===== src/rtl/reaction_timer.sv =====
// Drag-strip reaction timer: measures milliseconds from the green light to driver launch.
// It flags false starts (launch or red light before green) and runs that reach the ceiling.
module reaction_timer #(
  parameter int CLK_HZ = 50000000,
  parameter int MAX_MS = 9999
) (
  input  logic        CLOCK_50,
  input  logic        RST,
  input  logic        GRN,
  input  logic        RED,
  input  logic        GO,
  input  logic        CLR,
  output logic [13:0] TIME_MS,
  output logic        VALID,
  output logic        FOUL,
  output logic        TIMEOUT,
  output logic        BUSY
);

  localparam int TICKS = CLK_HZ / 1000;
  localparam int PW    = $clog2(TICKS);
  localparam logic [PW-1:0] PRESC_LAST = PW'(TICKS - 1);
  localparam logic [13:0]   MAX_T      = 14'(MAX_MS);
  localparam logic [13:0]   MAX_M1     = 14'(MAX_MS - 1);

  typedef enum logic [2:0] {
    S_IDLE   = 3'd0,
    S_ARMED  = 3'd1,
    S_TIMING = 3'd2,
    S_DONE   = 3'd3,
    S_FOULED = 3'd4
  } state_t;

  state_t        state_r, state_s;
  logic [PW-1:0] presc_r, presc_s;
  logic [13:0]   time_ms_r, time_ms_s;
  logic          valid_r, valid_s, foul_r, foul_s;
  logic          timeout_r, timeout_s, busy_r, busy_s;

  logic          go_meta_r, go_sync_r, go_prev_r, go_ok_r, launch_r;
  logic [1:0]    fill_r;
  logic          grn_prev_r, green_r;

  // GO synchronizer and registered launch/green event detection.
  // go_ok_r stays low until a genuinely sampled low GO is seen, so a GO held through reset cannot launch.
  always_ff @(posedge CLOCK_50 or negedge RST) begin
    if (!RST) begin
      go_meta_r  <= 1'b0;
      go_sync_r  <= 1'b0;
      go_prev_r  <= 1'b0;
      fill_r     <= 2'b00;
      go_ok_r    <= 1'b0;
      launch_r   <= 1'b0;
      grn_prev_r <= 1'b0;
      green_r    <= 1'b0;
    end else begin
      go_meta_r  <= GO;
      go_sync_r  <= go_meta_r;
      go_prev_r  <= go_sync_r;
      fill_r     <= {fill_r[0], 1'b1};
      go_ok_r    <= go_ok_r | (fill_r[1] & ~go_sync_r);
      launch_r   <= go_ok_r & go_sync_r & ~go_prev_r;
      grn_prev_r <= GRN;
      green_r    <= GRN & ~grn_prev_r;
    end
  end

  // Next-state and next-output computation.
  always_comb begin
    state_s   = state_r;
    presc_s   = presc_r;
    time_ms_s = time_ms_r;
    valid_s   = valid_r;
    foul_s    = foul_r;
    timeout_s = timeout_r;
    busy_s    = busy_r;
    case (state_r)
      S_IDLE: begin
        if (CLR) begin
          state_s   = S_ARMED;
          presc_s   = '0;
          time_ms_s = 14'd0;
          valid_s   = 1'b0;
          foul_s    = 1'b0;
          timeout_s = 1'b0;
          busy_s    = 1'b1;
        end else begin
          state_s = S_IDLE;
        end
      end
      S_ARMED: begin
        if (CLR) begin
          state_s   = S_ARMED;
          time_ms_s = 14'd0;
          valid_s   = 1'b0;
          foul_s    = 1'b0;
          timeout_s = 1'b0;
          busy_s    = 1'b1;
        end else if (launch_r || RED) begin
          // A launch coincident with green is still a zero-reaction foul.
          state_s   = S_FOULED;
          time_ms_s = 14'd0;
          foul_s    = 1'b1;
          busy_s    = 1'b0;
        end else if (green_r) begin
          state_s   = S_TIMING;
          presc_s   = '0;
          time_ms_s = 14'd0;
          busy_s    = 1'b1;
        end else begin
          state_s = S_ARMED;
        end
      end
      S_TIMING: begin
        if (CLR) begin
          state_s   = S_ARMED;
          presc_s   = '0;
          time_ms_s = 14'd0;
          valid_s   = 1'b0;
          timeout_s = 1'b0;
          busy_s    = 1'b1;
        end else if (launch_r) begin
          state_s = S_DONE;
          valid_s = 1'b1;
          busy_s  = 1'b0;
        end else if (presc_r == PRESC_LAST) begin
          presc_s = '0;
          if (time_ms_r >= MAX_M1) begin
            state_s   = S_DONE;
            time_ms_s = MAX_T;
            valid_s   = 1'b1;
            timeout_s = 1'b1;
            busy_s    = 1'b0;
          end else begin
            time_ms_s = time_ms_r + 14'd1;
          end
        end else begin
          presc_s = presc_r + {{(PW-1){1'b0}}, 1'b1};
        end
      end
      S_DONE, S_FOULED: begin
        if (CLR) begin
          state_s   = S_ARMED;
          presc_s   = '0;
          time_ms_s = 14'd0;
          valid_s   = 1'b0;
          foul_s    = 1'b0;
          timeout_s = 1'b0;
          busy_s    = 1'b1;
        end else begin
          state_s = state_r;
        end
      end
      default: begin
        state_s   = S_IDLE;
        presc_s   = '0;
        time_ms_s = 14'd0;
        valid_s   = 1'b0;
        foul_s    = 1'b0;
        timeout_s = 1'b0;
        busy_s    = 1'b0;
      end
    endcase
  end

  // State, prescaler and registered output flops.
  always_ff @(posedge CLOCK_50 or negedge RST) begin
    if (!RST) begin
      state_r   <= S_IDLE;
      presc_r   <= '0;
      time_ms_r <= 14'd0;
      valid_r   <= 1'b0;
      foul_r    <= 1'b0;
      timeout_r <= 1'b0;
      busy_r    <= 1'b0;
    end else begin
      state_r   <= state_s;
      presc_r   <= presc_s;
      time_ms_r <= time_ms_s;
      valid_r   <= valid_s;
      foul_r    <= foul_s;
      timeout_r <= timeout_s;
      busy_r    <= busy_s;
    end
  end

  assign TIME_MS = time_ms_r;
  assign VALID   = valid_r;
  assign FOUL    = foul_r;
  assign TIMEOUT = timeout_r;
  assign BUSY    = busy_r;

endmodule


===== config.mk =====
export PLATFORM = sky130hd
export DESIGN_NAME = reaction_timer
export DESIGN_NICKNAME = d
export VERILOG_FILES = /design/src/rtl/reaction_timer.sv
export SDC_FILE = /design/constraint.sdc
export NUM_CORES = 1
export LEC_CHECK = 0
export CELL_PAD_IN_SITES_DETAIL_PLACEMENT = 1
export CELL_PAD_IN_SITES_GLOBAL_PLACEMENT = 1
export CORE_MARGIN = 1
export CORE_UTILIZATION = 40
export DETAILED_ROUTE_END_ITERATION = 8
export PLACE_DENSITY_LB_ADDON = 0.1
export SETUP_SLACK_MARGIN = 0.05
export SYNTH_ARGS = -nofsm -noshare
export SYNTH_HDL_FRONTEND = slang
export SYNTH_SLANG_ARGS = --single-unit

===== constraint.sdc =====
create_clock -name CLOCK_50 -period 3.3 [get_ports CLOCK_50]
set_input_delay 0.495 -clock CLOCK_50 [delete_from_list [all_inputs] [get_ports CLOCK_50]]
set_output_delay 0.495 -clock CLOCK_50 [all_outputs]
set_load 0.02 [all_outputs]

==> impl_metrics.tcl, run 1 <==
set metrics [dict create \
    status "finished clean" \
    crit_fanout 25 \
    start_kind "register" \
    grt_util_all_layers_pct 20.2 \
    holdWs_ns 0.356 \
    antenna_cells 0 \
    ir_drop_mv 0.171 \
    die_area_um2 6560 \
    drt_wl_total_mm 6.00 \
    die_x_um 81.0 \
    drt_iter0_markers 55 \
    ys_seq_area_share_pct 46.1 \
    wl_per_cell_um 16.4 \
    post-place-ws_ns 0.475 \
    clock-root-buffer "clkbuf_8" \
    synth_edf_count 0 \
    post-route-drc-count 0 \
    total_power_mw 1.08 \
    fin_area_um2 2890 \
    overflow 0 \
    tightest_slew_ns 1.04 \
    leakagePower_nw 1.21 \
    finClkSkew_ns 0.00495 \
    ant_nets 0 \
    rsz0062_at_grt "false" \
    num_io_pins 24 \
    syn2layout_area_growth_pct 15.6 \
    final_cell_mix "46 x dfrtp_1, 22 x nor2_1, 22 x clkdlybuf4s50_1, 19 x o21ai_0, 18 x a21oi_1" \
    hold_path_class "primary input to asynchronous set/reset pin" \
    hpwl_mm 4.26 \
    synth_cell_type_count 51 \
    setup_viol 0 \
    clockBufferDepth 2 \
    placementRows 28 \
    yosysWarnings 0 \
    coreArea_um2 5960 \
    crit_type "register to register" \
    synth_flop_cell "dfrtp_1" \
    initial_core_util_pct 41.9 \
    async_flop_share_pct 100 \
    syn_area_per_cell_um2 9.31 \
    syn_area_um2 2500 \
    synthTopCellsByArea "dfrtp_1 46%, o21ai_0 3.8%, a21oi_1 3.6%" \
    synth_area_leader_cell "dfrtp_1" \
    ctsHtreeMaxLevel 2 \
    cp-end-kind "register" \
    period_minus_slack_ns 2.54 \
    fillers 697 \
    maxCapViolCount 0 \
    cts.repair.resized 0 \
    grt_start_max_net_pins 47 \
    place_inst 357 \
    setup_ws_ns 0.758 \
    cp.required_ns 3.50 \
    worst_r2r_endpoint "TIME_MS[6]" \
    drive_gt1_share_pct 8.97 \
    via_per_inst 5.80 \
    fp.dieH_um 81.0 \
    r2r_setup_slack_ns 0.76 \
    grt_pass1_vias 2068 \
    numPortBuffers 23 \
    cts_hold_buf 0 \
    cts_sinks 46 \
    antenna_found_initial 0 \
    nets 298 \
    first_pass_iters 4 \
    postLayoutCoreUtil_pct 48.5 \
    insertion_delay_ns 0.30 \
    num_vias 2117 \
    tritoncts "yes" \
    crit_path_start "state_r[1]" \
    netlist_instances 268 \
    p_per_area_nw_per_um2 375 \
    gp_congestion 0.796 \
    fmax_mhz 393 \
    relSlewSlack_pct 30.9 \
    finalCritPeriodShare_pct 77.0 \
    post_cts_buffers 0 \
    placed_area_um2 2790 \
    cp.arrival_ns 2.74 \
    numCtsBuffers 5 \
    hold_viol 0 \
    rr_startpoint "state_r[1]" \
    rr_worst_depth 5 \
    synth_top_cell_area_share_pct 46.1 \
    syn-num-nets 277 \
    yosys_register_bits 46 \
    mostFrequentLayoutCell "dfrtp_1" \
    grt_pass1_wl_mm 10.1 \
    fin_tns_setup_ns 0 \
    drv_slew 0 \
    final_cells 365 \
    cts.clk_slew.worst_paths_ns 0.09 \
]
-- worst max-delay path by stage --
stage | depth (start not counted) | endpoint | slack, ns
after floorplan | 6 | TIME_MS[4] | 1.11
after CTS | 5 | TIME_MS[11] | 0.76
after global placement | 6 | presc_r[5] | 0.50
after global routing | 5 | TIME_MS[4] | 0.49
final | 5 | TIME_MS[6] | 0.76
after detailed placement | 6 | TIME_MS[6] | 0.48
-- cell families (layout without fill, tap and decap cells) --
| family | after synthesis | count (layout) | synth area share, % |
|---|---|---|---|
| flip-flops | 46 | 46 | 46.1 |
| adder cells (fa/ha/maj) | 3 | 3 | 1.50 |
| AO/OA/AOI/OAI | 84 | 84 | 22.2 |
| multiplexers | 2 | 2 | 0.852 |
| buffers and inverters | 22 | 44 | 3.61 |
| AND/OR/NAND/NOR | 106 | 106 | 24.2 |
| XOR/XNOR | 4 | 4 | 1.40 |
| other | 1 | 1 | 0.150 |
-- cell usage after synthesis (4+ instances only) --
master,instances
a211oi_1,5
a21o_1,4
a21oi_1,18
a31oi_1,6
buf_2,6
clkbuf_1,8
dfrtp_1,46
inv_1,8
nand2_1,17
nand2b_1,5
nand3_1,14
nor2_1,22
nor3_1,9
nor4_1,7
o21ai_0,19
o22a_1,6
o31ai_1,5
or3_1,4
xnor2_1,4
-- critical path, stage by stage (launching register included) --
cell      delay (ns)
dfrtp_1         0.60
nor2b_1         0.47
nand2_1         0.15
o21bai_2        0.77
nor3_1          0.18
a22o_1          0.26
-- final cells by class --
| class | instances | area (um^2) | share of cell area [%] |
|---|---|---|---|
| Clock buffer | 5 | 68.8 | 2.38 |
| Clock inverter | 3 | 25.0 | 0.867 |
| Inverter | 8 | 30.0 | 1.04 |
| Multi-Input combinational cell | 200 | 1250 | 43.5 |
| Sequential cell | 46 | 1150 | 39.9 |
| Tap cell | 75 | 93.8 | 3.25 |
| Timing Repair Buffer | 28 | 263 | 9.10 |
-- registers in the layout (all words and copies together) (netlist names) --
name	flops
go_meta_r	1
go_prev_r	1
TIMEOUT	1
presc_r	16
VALID	1
TIME_MS	14
go_sync_r	1
fill_r	2
launch_r	1
go_ok_r	1
FOUL	1
green_r	1
state_r	3
BUSY	1
grn_prev_r	1
-- per-layer routing --
metal  GRT usage, %  wire length (um)
met5              0                 0
met4           5.36                44
met3           4.04               176
met2           33.0              2870
met1           27.3              2910
-- power by group --
part | internal [mW] | switching [mW] | leakage, nW
clock network | 0.153 | 0.208 | 0.0447
registers | 0.577 | 0.0205 | 0.613
logic | 0.0482 | 0.0759 | 0.550
total | 0.778 | 0.304 | 1.21
Power figures use the tool's default switching activity.
==> inputs of run 2 (changes only) <==
==> constraint.sdc (replaced) <==
create_clock -name CLOCK_50 -period 2.25 [get_ports CLOCK_50]
set_input_delay 0.3375 -clock CLOCK_50 [delete_from_list [all_inputs] [get_ports CLOCK_50]]
set_output_delay 0.3375 -clock CLOCK_50 [all_outputs]
set_load 0.02 [all_outputs]
==> run 2 against run 1 <==
- sequential power is 44% higher
- the flow now finishes with violations (negative hold slack)
- combinational power grew 140%
- count of clock-buffer cells in the layout unchanged
- die area is the same
- routed wire length is 15% higher
- cell count rose by 9.9%
- setup slack worse by 0.71 ns
- worst hold slack got worse by 0.37 ns
- via count up 10%
- utilization rose by 6.4 points
- critical path depth is the same
- critical endpoint is now TIME_MS[11]
- non-clock buffer count is 36 higher
==> impl_metrics.tcl, run 2 (synthesis gave the netlist of run 1 again) <==
set metrics [dict create \
    status "finished with violations" \
    violations "negative hold slack" \
    grt_pass1_vias 2344 \
    gp_congestion 0.805 \
    fillers 695 \
    crit_type "register to register" \
    clockBufferDepth 2 \
    leakagePower_nw 1.43 \
    wl_met3_um 182 \
    first_pass_iters 4 \
    num_io_pins 24 \
    holdWs_ns -0.0138 \
    switching_share_pct 26.0 \
    dr_wl_met2_mm 3.42 \
    finClkSkew_ns 0.0101 \
    tightest_slew_ns 0.633 \
    post-place-ws_ns -0.147 \
    cp.required_ns 2.49 \
    fmax_mhz 455 \
    path_cells "or4b_4, nor4_4, o21bai_4, or4_4, a21oi_2" \
    final_cells 401 \
    cts_sinks 46 \
    syn2layout_area_growth_pct 31.0 \
    critical_path.slowest_cell "or4b_4" \
    relSlewSlack_pct 57.4 \
    grt_start_max_net_pins 22 \
    critPathMaxStageDelay_ns 0.59 \
    pwr-share-clk_pct 35.1 \
    post-route-drc-count 0 \
    regMostFlops "presc_r" \
    ir_drop_mv 0.329 \
    cp-end-kind "register" \
    overflow 0 \
    setup_viol 0 \
    ant_nets 0 \
    numCtsBuffers 5 \
    crit_fanout 5 \
    maxCapViolCount 0 \
    ctsHtreeMaxLevel 2 \
    drv_slew 0 \
    critPathBufInv 0 \
    grt_util_all_layers_pct 23.3 \
    largest_reg_flops 16 \
    met1_length_mm 3.26 \
    die_x_um 81.0 \
    die_area_um2 6560 \
    antenna_found_initial 0 \
    setup_ws_ns 0.0521 \
    p_comb_share_pct 16.5 \
    drive_gt1_share_pct 21.8 \
    initial_core_util_pct 41.9 \
    placed_area_um2 3060 \
    total_power_mw 1.78 \
    coreArea_um2 5960 \
    cp.arrival_ns 2.43 \
    postLayoutCoreUtil_pct 54.9 \
    nets 334 \
    tritoncts "yes" \
    hpwl_mm 5.13 \
    antenna_cells 0 \
    finalCritPeriodShare_pct 97.7 \
    start_kind "register" \
    rr_startpoint "presc_r[11]" \
    p_int_mw 1.32 \
    wl_per_cell_um 17.3 \
    clock-root-buffer "clkbuf_8" \
    period_minus_slack_ns 2.20 \
    p_seq_share_pct 48.5 \
    drt_iter0_markers 74 \
    p_per_area_nw_per_um2 544 \
    drt_wl_total_mm 6.92 \
    cts.clk_slew.worst_paths_ns 0.09 \
    switching_power_uw 463 \
    hold_viol 15 \
    hold_path_class "primary input to asynchronous set/reset pin" \
    place_inst 389 \
    final_cell_mix "46 x dfrtp_1, 38 x buf_4, 22 x nor2_1, 22 x clkdlybuf4s50_1, 19 x o21ai_0" \
    mostFrequentLayoutCell "dfrtp_1" \
    rsz0062_at_grt "true" \
    placementRows 28 \
    via_per_inst 5.81 \
    fin_area_um2 3270 \
    grt_pass1_wl_mm 11.8 \
    insertion_delay_ns 0.30 \
    top_layer_used "met4" \
    fp.dieH_um 81.0 \
    crit_path_start "presc_r[11]" \
    cp_top_family "simple AND/OR/NAND/NOR gates" \
    num_vias 2331 \
    numPortBuffers 23 \
]
-- run 2: final cells by class --
cell class	instances	area (um^2)	area share (%)
clock buffer	5	68.8	2.10
clock inverter	3	40.0	1.22
inverter	8	30.0	0.918
multi-input combinational	200	1320	40.5
sequential	46	1150	35.2
tap	75	93.8	2.87
timing repair buffer	64	562	17.2
-- run 2: through the flow --
| stage | hold slack [ns] | TNS [ns] |
|---|---|---|
| final | -0.0138 | 0 |
| after global routing | 0.0263 | -0.0758 |
| after floorplan | 0.0419 | 0 |
| after global placement | 0.327 | -1.60 |
| after CTS | 0.00402 | 0 |
| after detailed placement | 0.331 | -2.10 |
-- run 2: routing by layer --
| metal | GRT usage (%) | vias up |
|---|---|---|
| met5 | 0 | - |
| met4 | 5.18 | 0 |
| met3 | 3.48 | 6 |
| met2 | 39.4 | 37 |
| met1 | 31.4 | 1177 |
| li1 | - | 1111 |
-- run 2: repair_timing --
| item | in CTS | in global routing |
|---|---|---|
| pin swaps | 3 | 8 |
| setup endpoints to repair | 7 | 14 |
| gates resized for setup | 3 | 11 |
| hold buffers | 0 | 0 |
| setup buffers | 1 | 3 |
-- run 2: worst paths after layout --
kind | slack [ns] | endpoint | cells past startpoint
max | 0.05 | TIME_MS[11] | 5
min in group CLOCK_50 | 0.36 | fill_r[1] | 0
max reg2reg | 0.05 | TIME_MS[11] | 5
max in group asynchronous | 1.66 | fill_r[0] | 2
min | -0.01 | VALID | 1
min reg2reg | 0.36 | fill_r[1] | 0
-- run 2: power groups by stage --
stage	clock (mW)	combinational [mW]	sequential [mW]
floorplan	0	0.125	0.882
global placement	0	0.263	0.876
detailed placement	0	0.269	0.878
CTS	0.642	0.274	0.862
global route	0.670	0.318	0.866
finish	0.623	0.293	0.862
